**src/rtl/sample_tick_capture.sv**
```systemverilog
// sample_tick_capture
//   Turns each rising edge of the sampling tick into one request to the
//   converter, captures the returned sample and buffers it in a small FIFO.
//   Ticks that arrive while a request is in flight, or while the FIFO is
//   full, are dropped: they are counted and flagged, never queued.
//
// Ports
//   clk, reset          clock, asynchronous active-high reset
//   tick                level-held sampling flag (rising edges matter)
//   req_val / req_rdy   sample request handshake to the converter
//   resp_msg/val/rdy    sample response handshake from the converter
//   out_msg/val/rdy     FIFO head towards the consumer
//   clr                 clears overrun and drop_count
//   overrun             sticky flag: at least one tick dropped
//   drop_count          dropped ticks, saturating at 255
module sample_tick_capture #(
  parameter int unsigned nbits = 16,
  parameter int unsigned depth = 4
) (
  input  logic             clk,
  input  logic             reset,
  input  logic             tick,
  output logic             req_val,
  input  logic             req_rdy,
  input  logic [nbits-1:0] resp_msg,
  input  logic             resp_val,
  output logic             resp_rdy,
  output logic [nbits-1:0] out_msg,
  output logic             out_val,
  input  logic             out_rdy,
  input  logic             clr,
  output logic             overrun,
  output logic [7:0]       drop_count
);

  localparam int unsigned AW = (depth > 1) ? $clog2(depth) : 1;
  localparam int unsigned CW = $clog2(depth) + 1;

  typedef enum logic [1:0] {
    S_IDLE = 2'd0,
    S_REQ  = 2'd1,
    S_WAIT = 2'd2
  } state_t;

  state_t            state_q, state_d;
  logic              tick_q;
  logic              tick_edge;
  logic              fifo_full;
  logic              drop;
  logic              push;
  logic              pop;

  logic [nbits-1:0]  mem_q [depth];
  logic [AW-1:0]     wr_ptr_q, rd_ptr_q;
  logic [CW-1:0]     count_q, count_d;

  logic              overrun_q, overrun_d;
  logic [7:0]        drop_cnt_q, drop_cnt_d;

  assign tick_edge = tick & ~tick_q;
  // Full check uses the registered count, so a same-cycle pop does not
  // free a slot for a tick arriving in that cycle.
  assign fifo_full = (count_q == CW'(depth));
  assign drop      = tick_edge & ((state_q != S_IDLE) | fifo_full);

  assign req_val   = (state_q == S_REQ);
  assign resp_rdy  = (state_q == S_WAIT);
  assign push      = (state_q == S_WAIT) & resp_val;
  assign out_val   = (count_q != '0);
  assign pop       = out_val & out_rdy;
  assign out_msg   = mem_q[rd_ptr_q];

  always_comb begin
    state_d = state_q;
    unique case (state_q)
      S_IDLE:  if (tick_edge && !fifo_full) state_d = S_REQ;
      S_REQ:   if (req_rdy)                 state_d = S_WAIT;
      S_WAIT:  if (resp_val)                state_d = S_IDLE;
      default:                              state_d = S_IDLE;
    endcase
  end

  always_comb begin
    count_d = count_q;
    if (push && !pop)      count_d = count_q + CW'(1);
    else if (pop && !push) count_d = count_q - CW'(1);
  end

  // A drop in the same cycle as clr wins: the counter restarts at one.
  always_comb begin
    overrun_d  = overrun_q;
    drop_cnt_d = drop_cnt_q;
    if (drop) begin
      overrun_d = 1'b1;
      if (clr)                      drop_cnt_d = 8'd1;
      else if (drop_cnt_q != '1)    drop_cnt_d = drop_cnt_q + 8'd1;
    end else if (clr) begin
      overrun_d  = 1'b0;
      drop_cnt_d = '0;
    end
  end

  always_ff @(posedge clk or posedge reset) begin
    if (reset) begin
      state_q    <= S_IDLE;
      tick_q     <= 1'b0;
      wr_ptr_q   <= '0;
      rd_ptr_q   <= '0;
      count_q    <= '0;
      overrun_q  <= 1'b0;
      drop_cnt_q <= '0;
    end else begin
      state_q    <= state_d;
      tick_q     <= tick;
      count_q    <= count_d;
      overrun_q  <= overrun_d;
      drop_cnt_q <= drop_cnt_d;
      if (push) wr_ptr_q <= wr_ptr_q + AW'(1);
      if (pop)  rd_ptr_q <= rd_ptr_q + AW'(1);
    end
  end

  // Storage is not reset; contents are only visible through out_val.
  always_ff @(posedge clk) begin
    if (push) mem_q[wr_ptr_q] <= resp_msg;
  end

  assign overrun    = overrun_q;
  assign drop_count = drop_cnt_q;

endmodule

```
**config.mk**
```make
export PLATFORM = sky130hd
export DESIGN_NAME = sample_tick_capture
export DESIGN_NICKNAME = d
export VERILOG_FILES = /design/src/rtl/sample_tick_capture.sv
export SDC_FILE = /design/constraint.sdc
export NUM_CORES = 1
export LEC_CHECK = 0
export CORE_MARGIN = 5
export CORE_UTILIZATION = 45
export CTS_CLUSTER_DIAMETER = 50
export DETAILED_ROUTE_END_ITERATION = 6
export GPL_TIMING_DRIVEN = 0
export PLACE_DENSITY = 0.77
export RECOVER_POWER = 100
export SYNTH_ARGS = -nofsm -noshare
export SYNTH_HDL_FRONTEND = slang
export SYNTH_SLANG_ARGS = --single-unit
```
**constraint.sdc**
```tcl
create_clock -name clk -period 3.1 [get_ports clk]
set_input_delay 0.93 -clock clk [delete_from_list [all_inputs] [get_ports clk]]
set_output_delay 0.93 -clock clk [all_outputs]
set_load 0.01 [all_outputs]
```
==> flow_summary.toml, run 1 <==
[clock_network]
clk_latency_ns = 0.35
numCtsBuffers = 9
clkTransAtPathRegs_ns = 0.08
root_buffer = "clkbuf_8"
clock_path_buffers = 2
cts_num_sinks = 83
cts_tree = "yes"
postCtsHoldBufs = 0
h-tree-depth = 3

[finish]
syn2layout_area_growth_pct = 25.0
final_cell_mix = "edfxtp_1 (64), dlygate4sd3_1 (38), dfrtp_1 (18), mux4_2 (16), clkdlybuf4s50_1 (12)"
drive_gt1_share_pct = 15.3
finalNetCount = 274
final_cells = 348
layout_commonest_cell = "edfxtp_1"
utilization_pct = 57.6
antennaDiodeCount = 0

[critical_path]
path_delay_family = "buffers and inverters"
critPathMaxFanout = 10
critical_path_class = "reg2out"
start_kind = "register"
end_kind = "output pin"
cp.arrival_ns = 2.06
path_buf_inv = 3
cp_slowest_cell = "mux4_2"
crit_chain = "buf_6, buf_8, mux4_2, clkdlybuf4s50_1"
worst_ep_required_time_ns = 2.17
slowest_delay_ns = 0.52

[flow_run]
cap_violations = 0

[timing]
fin_crit_ns = 2.99
clock_skew_ns = 0.00724
tns_ns = 0
hold_viol = 0
fmax_ghz = 0.334
tightest_slew_ns = 0.860
timing.slew.headroom_pct = 42.7
slew_viol_final = 0
finalSetupViolCount = 0
hold_slack_ns = 0.483
min_period_over_period_pct = 96.5
rsz0062_at_grt = "no"

[yosys]
post_synth.cell_area_avg_sq_um = 18.1
synth_edf_count = 64
synth_nets = 214
syn_inst = 184
synthesis.area_sq_um = 3330
synth_cell_types = 38
synthArstFlopShare_pct = 22.9
ys_ff_latch = 83
yosysSeqAreaShare_pct = 72.0
synth-main-ff-cell = "edfxtp_1"
yosys_warnings = 0

[routing]
wl_met1_mm = 2.43
first_pass_iters = 4
top_layer = "met4"
num_vias = 1797
via_per_inst = 5.16
drtAntennaViolNets = 0
routed-wl-met3_um = 331
wl_per_cell_um = 16.3
drt_iter0_drc = 42
met2_length_mm = 2.82
drc_errors = 0
wl_mm = 5.68

[grt]
grt_usage_pct = 13.5
antenna_found_initial = 0
grt_pass1_wl_mm = 9.06
grt_max_degree = 20
grt_pass1_vias = 1877
grt_overflow = 0

[floorplanning]
dieWidth_um = 96
rows = 31
io_pins = 51
dieArea_sq_um = 9220
die_h_um = 96
start_util_pct = 46.1
core_area_sq_um = 7210

[placed_design]
io_buffers = 50
gp_congestion = 0.763
hpwlAfterDp_mm = 3.79
dp.cells = 333

[status]
status = "finished, final reports clean"

[worst_hold_path]
hold_class = "reg2reg"

[pwr]
ir_drop_mv = 0.301
power_density_nw_per_um2 = 752
p_leak_nw = 1.49
path summary, 6_finish.rpt:
check                                   startpoint                      end  slack (ns)  cells past startpoint
max reg2reg                 state_q[0]$_DFFE_PP0P_   count_q[2]$_DFFE_PP0P_        0.91                      8
min                         count_q[2]$_DFFE_PP0P_   count_q[2]$_DFFE_PP0P_        0.48                      1
max                        rd_ptr_q[0]$_DFFE_PP0P_               out_msg[9]        0.11                      4
min reg2reg                 count_q[2]$_DFFE_PP0P_   count_q[2]$_DFFE_PP0P_        0.48                      1
max in group asynchronous                    reset  rd_ptr_q[1]$_DFFE_PP0P_        1.46                      2
min in group asynchronous                    reset      overrun$_DFFE_PP0P_        1.14                      2
where the power goes:
group	switching, mW	internal [mW]
clock	0.384	0.378
combinational	0.411	0.554
sequential	0.0862	1.32
metal layers:
| layer | up-vias | track usage (%) |
|---|---|---|
| met5 | - | 0 |
| met4 | 0 | 5.81 |
| met3 | 9 | 4.14 |
| met2 | 55 | 22.0 |
| met1 | 879 | 16.6 |
| li1 | 854 | - |
cell usage after synthesis, types with 2 or more instances:
library cell  number  share of area, %
nor2_1             4              0.45
buf_2              3              0.45
nor2b_1            2              0.38
or3_1              3              0.56
inv_1             11               1.2
nand2_1            8              0.90
o31ai_1            3              0.68
xnor2_1            4               1.1
ha_1               6               2.3
edfxtp_1          64                58
dfrtp_1           19                14
o21ai_0            3              0.45
or4_1              3              0.68
xor2_1             2              0.53
a21oi_1            4              0.60
nand3_1            4              0.60
mux4_2            16                11
and3_1             5              0.94
cells by family after synthesis:
group / after synthesis / share of synthesized area [%]
flops: 83 / 72.0
xor+xnor: 6 / 1.58
buf+inv: 16 / 2.03
simple gates: 36 / 6.05
mux: 18 / 11.5
compound gates: 18 / 3.99
fa+ha+maj: 7 / 2.86
stage by stage:
| stage | total power [mW] | area (sq um) | worst slack (ns) |
|---|---|---|---|
| global placement | 2.41 | 3950 | 0.114 |
| global route | 3.30 | 4160 | 0.0164 |
| finish | 3.13 | 4160 | 0.109 |
| detailed placement | 2.43 | 3950 | 0.0893 |
| floorplan | 2.00 | 3330 | 0.744 |
| CTS | 3.21 | 4160 | 0.000859 |
area by class of cell:
cell class	instances	area, sq um
sequential	83	2400
inverter	11	41.3
clock inverter	7	77.6
fill	580	3060
tap	99	124
multi-input combinational	85	858
timing repair buffer	50	500
clock buffer	9	124
buffer	4	35.0
what timing repair did:
| item | CTS | global route |
|---|---|---|
| setup buffers | 0 | 0 |
| endpoints found under the setup margin | 9 | 8 |
| pin swaps | 0 | 0 |
| gates resized for setup | 3 | 3 |
flip-flops by register name (all words and copies together), names as in the netlist:
register	count
overrun	1
mem_q	64
drop_count	8
state_q	2
wr_ptr_q	2
rd_ptr_q	2
tick_q	1
count_q	3
(Power assumes the default switching activity.)
==> run 2, diff against run 1 <==
--- a/config.mk
+++ b/config.mk
@@ -5,7 +5,7 @@
 export SDC_FILE = /design/constraint.sdc
 export NUM_CORES = 1
 export LEC_CHECK = 0
-export CORE_MARGIN = 5
+export CORE_MARGIN = 3
 export CORE_UTILIZATION = 45
 export CTS_CLUSTER_DIAMETER = 50
 export DETAILED_ROUTE_END_ITERATION = 6
==> run 2 against run 1 <==
Compared with the run above:
- core utilization increased by 2.0 points
- first-iteration DRC count increased by 93%
- global-route usage up 1.4 points
- worst hold slack better by 0.0034 ns
- final cell count fell by 0.86%
- highest routed layer unchanged
- largest power group unchanged
- largest cell class unchanged
- power is 1.1% higher
- register-to-register slack gained 0.02 ns
- maximum frequency about the same
- design area is essentially flat
==> flow_summary.toml, run 2 (synthesis results as in run 1) <==
[clock_network]
h-tree-depth = 3
clock_path_buffers = 2
clkTransAtPathRegs_ns = 0.09
cts_num_sinks = 83
root_buffer = "clkbuf_8"
cts_tree = "yes"
cts_setup_buffers = 0
postCtsHoldBufs = 0
clk_latency_ns = 0.34
numCtsBuffers = 9

[routing]
via_per_inst = 5.23
drtAntennaViolNets = 0
drt_iter0_drc = 81
first_pass_iters = 4
drc_errors = 0
wl_per_cell_um = 16.7
num_vias = 1803
wl_mm = 5.75

[floorplanning]
core_area_sq_um = 6980
die_h_um = 92
rows = 30
io_pins = 51
start_util_pct = 47.7
dieArea_sq_um = 8460
dieWidth_um = 92

[pwr]
p_sw_share_pct = 28.6
comb_power_share_pct = 30.7
ir_drop_mv = 0.339
p_clk_share_pct = 24.9
switchingPower_mw = 0.904
p_int_mw = 2.26
pwr-share-seq_pct = 44.4
power_density_nw_per_um2 = 760
p_leak_nw = 1.49

[critical_path]
end_kind = "output pin"
critPathLaunch = "rd_ptr_q[0]$_DFFE_PP0P_"
cp.arrival_ns = 2.06
critical_path_class = "reg2out"
r2r_start = "count_q[0]$_DFFE_PP0P_"
start_kind = "register"
worst_ep_required_time_ns = 2.17
critPathMaxFanout = 10

[timing]
tns_ns = 0
rsz0062_at_grt = "no"
min_period_over_period_pct = 96.6
hold_slack_ns = 0.486
fin_crit_ns = 2.99
fmax_ghz = 0.334
clock_skew_ns = 0.00928
tightest_slew_ns = 0.887
hold_viol = 0
slew_viol_final = 0
timing.slew.headroom_pct = 40.9
finalSetupViolCount = 0

[flow_run]
cap_violations = 0

[grt]
grt_pass1_vias = 1826
grt_usage_pct = 14.9
grt_overflow = 0
antenna_found_initial = 0
grt_pass1_wl_mm = 9.58
grt_max_degree = 20

[finish]
largest_reg_flops = 64
antennaDiodeCount = 0
finalNetCount = 274
drive_gt1_share_pct = 15.7
final_cell_mix = "edfxtp_1 (64), dlygate4sd3_1 (38), dfrtp_1 (18), mux4_2 (16), clkdlybuf4s50_1 (12)"
top_register = "mem_q"
layout_commonest_cell = "edfxtp_1"
nFillCells = 553
syn2layout_area_growth_pct = 25.1

[worst_hold_path]
hold_start = "count_q[2]$_DFFE_PP0P_"
hold_class = "reg2reg"

[placed_design]
hpwlAfterDp_mm = 3.84
gp_congestion = 0.788
io_buffers = 50

[status]
status = "finished, final reports clean"
[run 2: cell types whose count changed in the layout (fill, tap and decap cells not counted)]
cell and delta:
buf_8 +1, clkinv_1 -1, inv_6 +3, clkinv_4 -3, buf_6 -1, clkinvlp_4 +1
[run 2: worst max-delay path, stage by stage, from the launching register on]
cell and delay [ns]:
dfrtp_1 0.36, buf_8 0.16, buf_8 0.17, mux4_2 0.52, clkdlybuf4s50_1 0.50
[run 2: repair_timing]
item                       CTS  global route
hold endpoints to repair     0             0
setup endpoints to repair    9             9
resized for setup            4             3
[run 2: area by class of cell]
class | count | area (sq um) | share of cell area, %
clock inverters | 7 | 81.3 | 1.95
inverters | 11 | 41.3 | 0.992
multi-input cells | 85 | 858 | 20.6
plain buffers | 4 | 38.8 | 0.932
repair buffers | 50 | 500 | 12.0
flip-flops and latches | 83 | 2400 | 57.6
well taps | 96 | 120 | 2.89
clock buffers | 9 | 124 | 2.98
[run 2: routing by layer]
layer | global-route usage (%) | up-vias | routed length [um]
met5 | 0 | - | 0
met1 | 20.5 | 904 | 2610
li1 | - | 849 | -
met3 | 2.95 | 6 | 203
met4 | 7.05 | 0 | 82
met2 | 22.8 | 44 | 2850
[run 2: power groups by stage]
stage | logic (mW) | clock network [mW] | registers [mW]
final | 0.973 | 0.788 | 1.40
after global routing | 1.06 | 0.852 | 1.43
after CTS | 1.02 | 0.807 | 1.40
after detailed placement | 1.02 | 0 | 1.41
after global placement | 1.00 | 0 | 1.40
after floorplan | 0.600 | 0 | 1.40
[run 2: path summary, 6_finish.rpt]
path | to | slack (ns) | depth (start not counted)
max | out_msg[12] | 0.11 | 4
min | count_q[2]$_DFFE_PP0P_ | 0.49 | 1
max reg2reg | count_q[2]$_DFFE_PP0P_ | 0.93 | 8
min reg2reg | count_q[2]$_DFFE_PP0P_ | 0.49 | 1
max in group asynchronous | rd_ptr_q[1]$_DFFE_PP0P_ | 1.43 | 2
min in group asynchronous | wr_ptr_q[0]$_DFFE_PP0P_ | 1.15 | 2
[run 2: metrics by stage]
stage	setup slack [ns]	instance area, sq um	total power, mW	utilization [%]	std cells
after floorplan	0.744	3330	2.00	-	184
after global placement	0.112	3950	2.40	56.6	330
after detailed placement	0.0890	3950	2.43	56.6	330
after CTS	0.0178	4160	3.23	59.6	345
after global routing	0.0183	4160	3.34	59.6	345
final	0.106	4160	3.16	59.6	345
==> run 3, diff against run 2 <==
--- a/config.mk
+++ b/config.mk
@@ -12,6 +12,7 @@
 export GPL_TIMING_DRIVEN = 0
 export PLACE_DENSITY = 0.77
 export RECOVER_POWER = 100
+export SKIP_CTS_REPAIR_TIMING = 1
 export SYNTH_ARGS = -nofsm -noshare
 export SYNTH_HDL_FRONTEND = slang
 export SYNTH_SLANG_ARGS = --single-unit
==> run 3 against run 2 <==
Compared with the run above:
- count of clock-buffer cells in the layout is the same
- combinational power shrank 0.5%
- power shrank 0.27%
- setup slack lost 0.0040 ns
- via count grew 0.44%
- global-route usage is essentially flat
- highest routed layer unchanged
==> flow_summary.toml, run 3 (synthesis results as in run 1) <==
[status]
status = "finished, final reports clean"

[routing]
num_vias = 1811
wl_mm = 5.74
first_pass_iters = 4
wl_per_cell_um = 16.6
drt_iter0_drc = 84
drtAntennaViolNets = 0
via_per_inst = 5.25
drc_errors = 0

[floorplanning]
die_h_um = 92
core_area_sq_um = 6980
dieArea_sq_um = 8460
dieWidth_um = 92
rows = 30
io_pins = 51
start_util_pct = 47.7

[timing]
fin_crit_ns = 3.00
fmax_ghz = 0.334
timing.slew.headroom_pct = 41.1
rsz0062_at_grt = "no"
finalSetupViolCount = 0
fin_ws_ns = 0.102
slew_viol_final = 0
min_period_over_period_pct = 96.7
tightest_slew_ns = 0.884
clock_skew_ns = 0.00896
hold_viol = 0

[placed_design]
place_area_sq_um = 3950
io_buffers = 50
place_ws_ns = 0.0890
gp_congestion = 0.788
dp.cells = 330
hpwlAfterDp_mm = 3.84

[finish]
finish.instance_area_sq_um = 4160
largest_reg_flops = 64
final_cells = 345
syn2layout_area_growth_pct = 25.0
final_cell_mix = "edfxtp_1 (64), dlygate4sd3_1 (38), dfrtp_1 (18), mux4_2 (16), clkdlybuf4s50_1 (12)"
finalNetCount = 274
top_register = "mem_q"
nFillCells = 552
multi_input_area_sq_um = 858
antennaDiodeCount = 0
regArea_sq_um = 2400
drive_gt1_share_pct = 15.7
layout_commonest_cell = "edfxtp_1"

[critical_path]
critPathMaxFanout = 10
start_kind = "register"
cp.arrival_ns = 2.07
slowest_delay_ns = 0.52
worst_ep_required_time_ns = 2.17
crit_chain = "buf_6, buf_8, mux4_2, clkdlybuf4s50_1"
cp_slowest_cell = "mux4_2"
path_buf_inv = 3
end_kind = "output pin"
path_delay_family = "buffers and inverters"
critical_path_class = "reg2out"

[clock_network]
numCtsBuffers = 9
cts_num_sinks = 83
h-tree-depth = 3
root_buffer = "clkbuf_8"
clk_latency_ns = 0.34
clkTransAtPathRegs_ns = 0.09
cts_tree = "yes"
clock_path_buffers = 2

[pwr]
power_mw = 3.16
ir_drop_mv = 0.337
p_leak_nw = 1.49
power_density_nw_per_um2 = 759

[worst_hold_path]
hold_class = "reg2reg"

[flow_run]
cap_violations = 0

[grt]
grt_pass1_vias = 1836
grt_max_degree = 20
grt_pass1_wl_mm = 9.60
grt_usage_pct = 14.9
antenna_found_initial = 0
grt_overflow = 0
## run 3: cell counts in the layout (fill, tap and decap cells not counted)
Identical to the previous run, type by type.
## run 3: worst paths after layout
check	from	endpoint	slack (ns)	cells past startpoint
setup / recovery	rd_ptr_q[0]$_DFFE_PP0P_	out_msg[12]	0.10	4
hold / removal	count_q[2]$_DFFE_PP0P_	count_q[2]$_DFFE_PP0P_	0.49	1
setup reg to reg	count_q[0]$_DFFE_PP0P_	count_q[2]$_DFFE_PP0P_	0.93	8
hold reg to reg	count_q[2]$_DFFE_PP0P_	count_q[2]$_DFFE_PP0P_	0.49	1
max in group asynchronous	reset	rd_ptr_q[1]$_DFFE_PP0P_	1.43	2
min in group asynchronous	reset	wr_ptr_q[0]$_DFFE_PP0P_	1.15	2
## run 3: metrics by stage
step	hold slack (ns)	TNS (ns)	util [%]
6_report	0.486	0	59.6
5_1_grt	0.523	0	59.6
4_1_cts	0.487	-2.34	59.5
3_5_place_dp	0.468	0	56.6
3_3_place_gp	0.467	0	56.6
2_1_floorplan	0.445	0	-
## run 3: layer usage
layer  vias up  GRT usage [%]  wire [um]
met5         -              0          0
li1        849              -          -
met2        46           23.0       2850
met3         6           2.95        213
met4         0           7.05         82
met1       910           20.4       2600
## run 3: where the power goes
group	internal, mW	switching (mW)	leakage [nW]	total [mW]
clock network	0.385	0.400	0.101	0.785
logic	0.554	0.414	0.567	0.968
registers	1.32	0.0859	0.819	1.40
## run 3: cell type report
class / instances / area share, %
clock inverter: 7 / 1.96
multi-input combinational: 85 / 20.6
clock buffer: 9 / 2.98
timing repair buffer: 50 / 12.0
buffer: 4 / 0.842
tap: 96 / 2.89
inverter: 11 / 0.993
sequential: 83 / 57.7
